$ cat src/rtl/ff_pipe_pkg.sv
// ff_pipe_pkg: sizing helpers shared by the ff_pipe register pipeline.
package ff_pipe_pkg;
   function automatic int rec_w(input int width);
      return width + 1;
   endfunction
   function automatic int cnt_w(input int depth);
      return $clog2(depth + 1);
   endfunction
endpackage

$ cat src/rtl/ff_pipe_if.sv
// ff_pipe_if: data/control inputs and status outputs of the ff_pipe pipeline.
interface ff_pipe_if
   import ff_pipe_pkg::*;
#(
   parameter int WIDTH = 8,
   parameter int DEPTH = 4
);
   logic [WIDTH-1:0]          d;
   logic                      dv;
   logic                      e;
   logic                      clr;
   logic [WIDTH-1:0]          q;
   logic                      qv;
   logic [cnt_w(DEPTH)-1:0]   cnt;
   logic                      full;
   modport master (output d, dv, e, clr, input q, qv, cnt, full);
   modport slave  (input d, dv, e, clr, output q, qv, cnt, full);
endinterface

$ cat src/rtl/ff_stage.sv
// ff_stage: one {data, valid} pipeline stage with load, sync clear and async active-low reset.
module ff_stage
   import ff_pipe_pkg::*;
#(
   parameter int               WIDTH     = 8,
   parameter logic [WIDTH-1:0] RESET_VAL = '0
) (
   input  logic                    clk,
   input  logic                    r,
   input  logic                    ld,
   input  logic                    clr,
   input  logic [rec_w(WIDTH)-1:0] din,
   output logic [rec_w(WIDTH)-1:0] dout
);
   always_ff @(posedge clk or negedge r)
      if (!r) dout <= {RESET_VAL, 1'b0};
      else if (clr) dout <= {RESET_VAL, 1'b0};
      else if (ld) dout <= din;
endmodule

$ cat src/rtl/ff_pipe.sv
// ff_pipe: WIDTH x DEPTH register pipeline with per-stage valid, global enable,
// sync clear, optional bubble collapse while stalled and a registered occupancy count.
module ff_pipe
   import ff_pipe_pkg::*;
#(
   parameter int               WIDTH     = 8,
   parameter int               DEPTH     = 4,
   parameter logic [WIDTH-1:0] RESET_VAL = '0,
   parameter bit               COLLAPSE  = 1'b0
) (
   input  logic      clk,
   input  logic      r,
   ff_pipe_if.slave  p
);
   localparam int SW = rec_w(WIDTH);
   localparam int CW = cnt_w(DEPTH);
   logic [SW-1:0]    stg [DEPTH];
   logic [DEPTH-1:0] vld;
   logic [DEPTH-1:0] bub_ge;
   logic [DEPTH-1:0] ld;
   logic [CW-1:0]    cnt;
   // bub_ge[i]: some stage at index >= i is empty, so stage i may move up while stalled
   always_comb begin
      vld    = '0;
      bub_ge = '0;
      for (int i = 0; i < DEPTH; i++) vld[i] = stg[i][0];
      for (int i = 0; i < DEPTH; i++) bub_ge[i] = |((~vld) >> i);
      ld = {DEPTH{p.e}} | ({DEPTH{COLLAPSE}} & bub_ge);
   end
   for (genvar g = 0; g < DEPTH; g++) begin : s
      logic [SW-1:0] din;
      if (g == 0) begin : h
         assign din = {p.d, p.dv};
      end else begin : t
         assign din = stg[g-1];
      end
      ff_stage #(.WIDTH(WIDTH), .RESET_VAL(RESET_VAL)) u_stage (
         .clk  (clk),
         .r    (r),
         .ld   (ld[g]),
         .clr  (p.clr),
         .din  (din),
         .dout (stg[g])
      );
   end
   always_ff @(posedge clk or negedge r)
      if (!r) cnt <= '0;
      else if (p.clr) cnt <= '0;
      else if (p.e) cnt <= cnt + CW'(p.dv) - CW'(vld[DEPTH-1]);
      else if (COLLAPSE && bub_ge[0]) cnt <= cnt + CW'(p.dv);
   assign p.q    = stg[DEPTH-1][SW-1:1];
   assign p.qv   = vld[DEPTH-1];
   assign p.cnt  = cnt;
   assign p.full = cnt == CW'(DEPTH);
endmodule

$ cat src/flat_wrapper.sv
// flat-port wrapper written by rule: the top's interface ports become plain ports
module ff_pipe_flat import ff_pipe_pkg::*;
#(
   parameter int               WIDTH     = 8,
   parameter int               DEPTH     = 4,
   parameter logic [WIDTH-1:0] RESET_VAL = '0,
   parameter bit               COLLAPSE  = 1'b0
)
  (clk, r, p_d, p_dv, p_e, p_clr, p_q, p_qv, p_cnt, p_full);
  ff_pipe_if #(.WIDTH(WIDTH), .DEPTH(DEPTH)) p_i ();
  input  logic clk;
  input  logic r;
  input wire logic [$bits(p_i.d)-1:0] p_d;
  input wire logic [$bits(p_i.dv)-1:0] p_dv;
  input wire logic [$bits(p_i.e)-1:0] p_e;
  input wire logic [$bits(p_i.clr)-1:0] p_clr;
  output wire logic [$bits(p_i.q)-1:0] p_q;
  output wire logic [$bits(p_i.qv)-1:0] p_qv;
  output wire logic [$bits(p_i.cnt)-1:0] p_cnt;
  output wire logic [$bits(p_i.full)-1:0] p_full;
  assign p_i.d = p_d;
  assign p_i.dv = p_dv;
  assign p_i.e = p_e;
  assign p_i.clr = p_clr;
  assign p_q = p_i.q;
  assign p_qv = p_i.qv;
  assign p_cnt = p_i.cnt;
  assign p_full = p_i.full;
  ff_pipe #(.WIDTH(WIDTH), .DEPTH(DEPTH), .RESET_VAL(RESET_VAL), .COLLAPSE(COLLAPSE)) u_core (.clk(clk), .r(r), .p(p_i));
endmodule
$ cat config.mk
export PLATFORM = sky130hd
export DESIGN_NAME = ff_pipe_flat
export DESIGN_NICKNAME = d
export VERILOG_FILES = /design/src/rtl/ff_pipe_pkg.sv /design/src/rtl/ff_pipe_if.sv /design/src/rtl/ff_stage.sv /design/src/rtl/ff_pipe.sv /design/src/flat_wrapper.sv
export SDC_FILE = /design/constraint.sdc
export NUM_CORES = 1
export LEC_CHECK = 0
export ABC_AREA = 1
export BUFFER_PORTS_ARGS = -buffer_cell sky130_fd_sc_hd__buf_2
export CORE_MARGIN = 1.5
export CORE_UTILIZATION = 59
export DETAILED_ROUTE_END_ITERATION = 16
export HOLD_SLACK_MARGIN = 0.08
export PLACE_DENSITY = 0.88
export SYNTH_ARGS = -nofsm -noshare
export SYNTH_HDL_FRONTEND = slang
export SYNTH_HIERARCHICAL = 1
export SYNTH_SLANG_ARGS = --single-unit
$ cat constraint.sdc
create_clock -name clk -period 5.5 [get_ports clk]
set_clock_uncertainty 0.2 [all_clocks]
set_input_delay 0.275 -clock clk [delete_from_list [all_inputs] [get_ports clk]]
set_output_delay 0.275 -clock clk [all_outputs]
set_load 0.02 [all_outputs]
After elaboration in Yosys (flattened, before gate mapping)
Cells that the tools add are included.

word-level totals
  register bits after elaboration = 39
  input bits = 13
  output and inout bits = 13

cells by class
  add/sub/neg operators = 2
  equality and inequality tests = 1
  mux-type cells = 10
  reduce and logical (&&, ||, !) cells = 1

operators by type and width
  cell                  count
  $mux W9               8
  $mux W3               2
  $add A3 B1 Y3         1
  $eq A3 B3 Y1 const B  1
  $sub A3 B1 Y3         1
  $reduce_bool A2 Y1    1

Logic depth before layout (Yosys ltp)
  word-level depth = 4
  gate-level depth with buffers = 9

By module
The synthesis kept the hierarchy.

modules (own cells, without submodules)
  module    instances  cells each  area each (sq um)  seq. area each (sq um)
  ff_stage  4          39          372.9              225.2
  ff_pipe   1          29          220.2              75.1

Worst setup path after synthesis
Ideal clock, no wire load.

  path type = reg-to-reg
  from = register u_core.cnt[0], in the netlist u_core/p.cnt[0]
  to = register u_core.cnt[2], in the netlist u_core/p.cnt[2]
  setup time = 0.117 ns
  arrival = 1.615 ns
  required time = 5.183 ns
  path slack = 3.568 ns
  stages on the path, launching flop included = 10
  period minus slack after synthesis = 1.932 ns
  cell sequence = dfrtp_1 > inv_1 > ha_1 > inv_1 > ha_1 > inv_1 > fa_1 > nand3b_1 > nand3_1 > nand2_1

on the way
  word-level cells in the longest chain between the ends = 4

RTL lines
  what                    line           source
  from (decl)             ff_pipe.sv:21  logic [CW-1:0] cnt;
  from (signal assigned)  ff_pipe.sv:49  else if (p.e) cnt <= cnt + CW'(p.dv) - CW'(vld[DEPTH-1]);
  from (signal assigned)  ff_pipe.sv:50  else if (COLLAPSE && bub_ge[0]) cnt <= cnt + CW'(p.dv);
  $add A3 B1 Y3           ff_pipe.sv:49
  $sub A3 B1 Y3           ff_pipe.sv:49
  $mux W3                 ff_pipe.sv:49
  $mux W3                 ff_pipe.sv:48  else if (p.clr) cnt <= '0;

No other way between the ends. The select of a mux whose other input is x is not followed.
A chain may end at the register's enable or synchronous reset.

Worst setup path in the final report
Ends and elaborated chain as after synthesis.

==> impl_metrics.toml <==
[yosys]
synth_edf_count = 0
async_flop_share_pct = 100
yosys.area.top_type = "dfrtp_1"
ys_types = 14
synth_seq_area_share_pct = 57.0
synth_common_cells = "nand2_1, dfrtp_1, nand3_1"
avgSynthCellArea_um2 = 9.25
synth-seq-cells = 39
synth.top_cells.by_area = "dfrtp_1, nand2_1, nand3_1"
yosys.area.top_type_share_pct = 57.0
synthFlopType = "dfrtp_1"
synth_nets = 201
synthesis.area_um2 = 1710
yosys_warnings = 6
synth_cells = 185
synth.most_common_cell = "nand2_1"

[worst_setup_path]
crit_path_end_kind = "flop"
r2r-start = "u_core/p.cnt[0]"
cp_common_cell = "inv_1"
crit_path_start = "u_core/p.cnt[0]"
r2r-end = "u_core/p.cnt[2]"
ff2ff_setup_slack_ns = 3.61
path_class = "flop to flop"
worstSetupEndpoint = "u_core/p.cnt[2]"
cp_cell_sequence = "inv_1, ha_1, inv_1, ha_1, inv_1, fa_1, nand3b_1, nand3_1, nand2_1"
worstPathMaxFanout = 3
worst_setup_path_start_kind = "flop"
crit_slowest_cell = "dfrtp_1"
critPathMaxStageDelay_ns = 0.39
worstRegToRegCells = 9
critical_path_arrival_ns = 1.92
cp.required_ns = 5.53

[routing]
antenna_left = 0
viasPerCell = 5.15
first_iter_violations = 60
totalWireLength_um = 2920
num_vias = 1304
drtPass1Iterations = 4
drc = 0
avgRoutedWirePerCell_um = 11.6

[power]
intPower_w = 0.000360
ir_drop_v = 0.000170
leakagePower_nw = 1.16
p_seq_share_pct = 62.8
p_comb_share_pct = 11.2
swShare_pct = 24.8
pwr-share-clk_pct = 25.9
p_per_area_nw_per_um2 = 243
switchingPower_w = 0.000119

[placed_design]
pre_cts_ws_ns = 3.62
place_congestion = 0.801
dp.cells = 237
hpwl_um = 1980
port_buffers = 25

[grt]
grt_pass1_vias = 1231
overflow = 0
grt_use_total_pct = 20.7
grt_first_pass_wirelength_um = 5060
grt_max_degree = 42
antenna_found_initial = 0

[clocking]
clock-sinks = 39
clock-root-buffer = "clkbuf_4"
insertion_delay_ns = 0.33
cts_made_buffers = 5
clockBufferDepth = 2
clk_pin_slew_ns = 0.10
cts_tree = "yes"
cts_resized = 0
htree_levels = 2

[timing]
finalHoldViolCount = 0
rsz0062_at_grt = "false"
setup_tns_ns = 0
slew-limit-headroom_pct = 36.2
fmax_ghz = 0.529
period_share_pct = 34.4
worst_pin_slew_ns = 0.957
finalCriticalPeriod_ns = 1.89
finalSetupViolCount = 0
worst_slack_ns = 3.61
hold_ws_ns = 0.273
slew_viol_final = 0

[finish]
diodes = 0
drive_gt1_share_pct = 18.5
finalNetCount = 239
syn_to_final_growth_pct = 15.2
final_cells = 253

[floorplan]
ios = 26
std_cell_rows = 19
start_util_pct = 62.1
die_h_um = 56.9
die_w_um = 56.9
core_um2 = 2760
die_area_um2 = 3230

[min_path]
hold_class = "flop to flop"

[run]
maxCapViolCount = 0

[run_status]
status = "finished, final reports clean"
-- routing by layer --
layer	routed length, um	global-route usage (%)	vias up
met5	0	0	-
met4	51	8.97	0
met3	109	4.84	7
met2	1520	37.0	32
met1	1240	23.3	595
li1	-	-	670
-- cells by family (layout without fill, tap and decap cells) --
family          Yosys count  in the layout  synth area share (%)
flops                    39             39                  57.0
fa+ha+maj                 3              3                  2.63
simple gates            125            125                  34.4
buf+inv                  16             53                  5.26
compound gates            2              2                 0.658
-- power by group through the flow --
stage	clock network, W	registers (W)	logic (W)
2_1_floorplan	0	0.000307	0.0000291
3_3_place_gp	0	0.000306	0.0000467
3_5_place_dp	0	0.000306	0.0000483
6_report	0.000124	0.000301	0.0000537
4_1_cts	0.000129	0.000300	0.0000537
5_1_grt	0.000141	0.000302	0.0000596
-- sequential cells by signal, indices dropped and copies added, names as in the netlist --
register	flops
u_core/p.cnt	3
u_core/s.u_stage/dout	36
-- through the flow --
| step | power (W) | utilization [%] | cell area, um^2 |
|---|---|---|---|
| after floorplan | 0.000337 | - | 1710 |
| after global placement | 0.000352 | 66.4 | 1830 |
| after detailed placement | 0.000354 | 66.4 | 1830 |
| after CTS | 0.000483 | 71.5 | 1970 |
| after global routing | 0.000502 | 71.5 | 1970 |
| final | 0.000478 | 71.5 | 1970 |
-- layout make-up --
| cell class | count | area, um^2 |
|---|---|---|
| Clock buffer | 6 | 41.3 |
| Multi-Input combinational cell | 130 | 646 |
| Tap cell | 31 | 38.8 |
| Fill cell | 227 | 786 |
| Sequential cell | 39 | 976 |
| Timing Repair Buffer | 35 | 225 |
| Inverter | 12 | 45.0 |
-- worst min path at each step --
stage | from | endpoint | slack (ns) | depth (start not counted)
final | u_core/s[3].u_stage/dout[8] | u_core/s[3].u_stage/dout[8] | 0.27 | 2
after global routing | u_core/s[3].u_stage/dout[7] | u_core/s[3].u_stage/dout[7] | 0.30 | 2
after CTS | u_core/s[3].u_stage/dout[8] | u_core/s[3].u_stage/dout[8] | 0.28 | 2
after detailed placement | r | u_core/s[3].u_stage/dout[5] | 0.21 | 1
after global placement | r | u_core/s[3].u_stage/dout[5] | 0.20 | 1
after floorplan | r | u_core/p.cnt[0] | -0.22 | 0
-- placed cells by master, fill, tap and decap left out --
cell type,instances
buf_2,25
clkbuf_1,1
clkbuf_4,5
dfrtp_1,39
dlygate4sd3_1,10
fa_1,1
ha_1,2
inv_1,6
inv_2,6
nand2_1,79
nand3_1,39
nand3b_1,1
nor2_1,1
nor2_2,1
nor2_8,4
o21ai_0,1
o22ai_1,1
-- what timing repair did --
item | in CTS | in global routing
hold buffers | 10 | 0
setup buffers | 0 | 0
endpoints found under the hold margin | 48 | 0
setup endpoints to repair | 0 | 0
-- worst max-delay path, delay by kind of cell (launching register included) --
kind	cells	cell delay [ns]
flops	1	0.39
buf+inv	3	0.16
fa+ha+maj	3	0.76
simple gates	3	0.28
(Power assumes the default switching activity.)
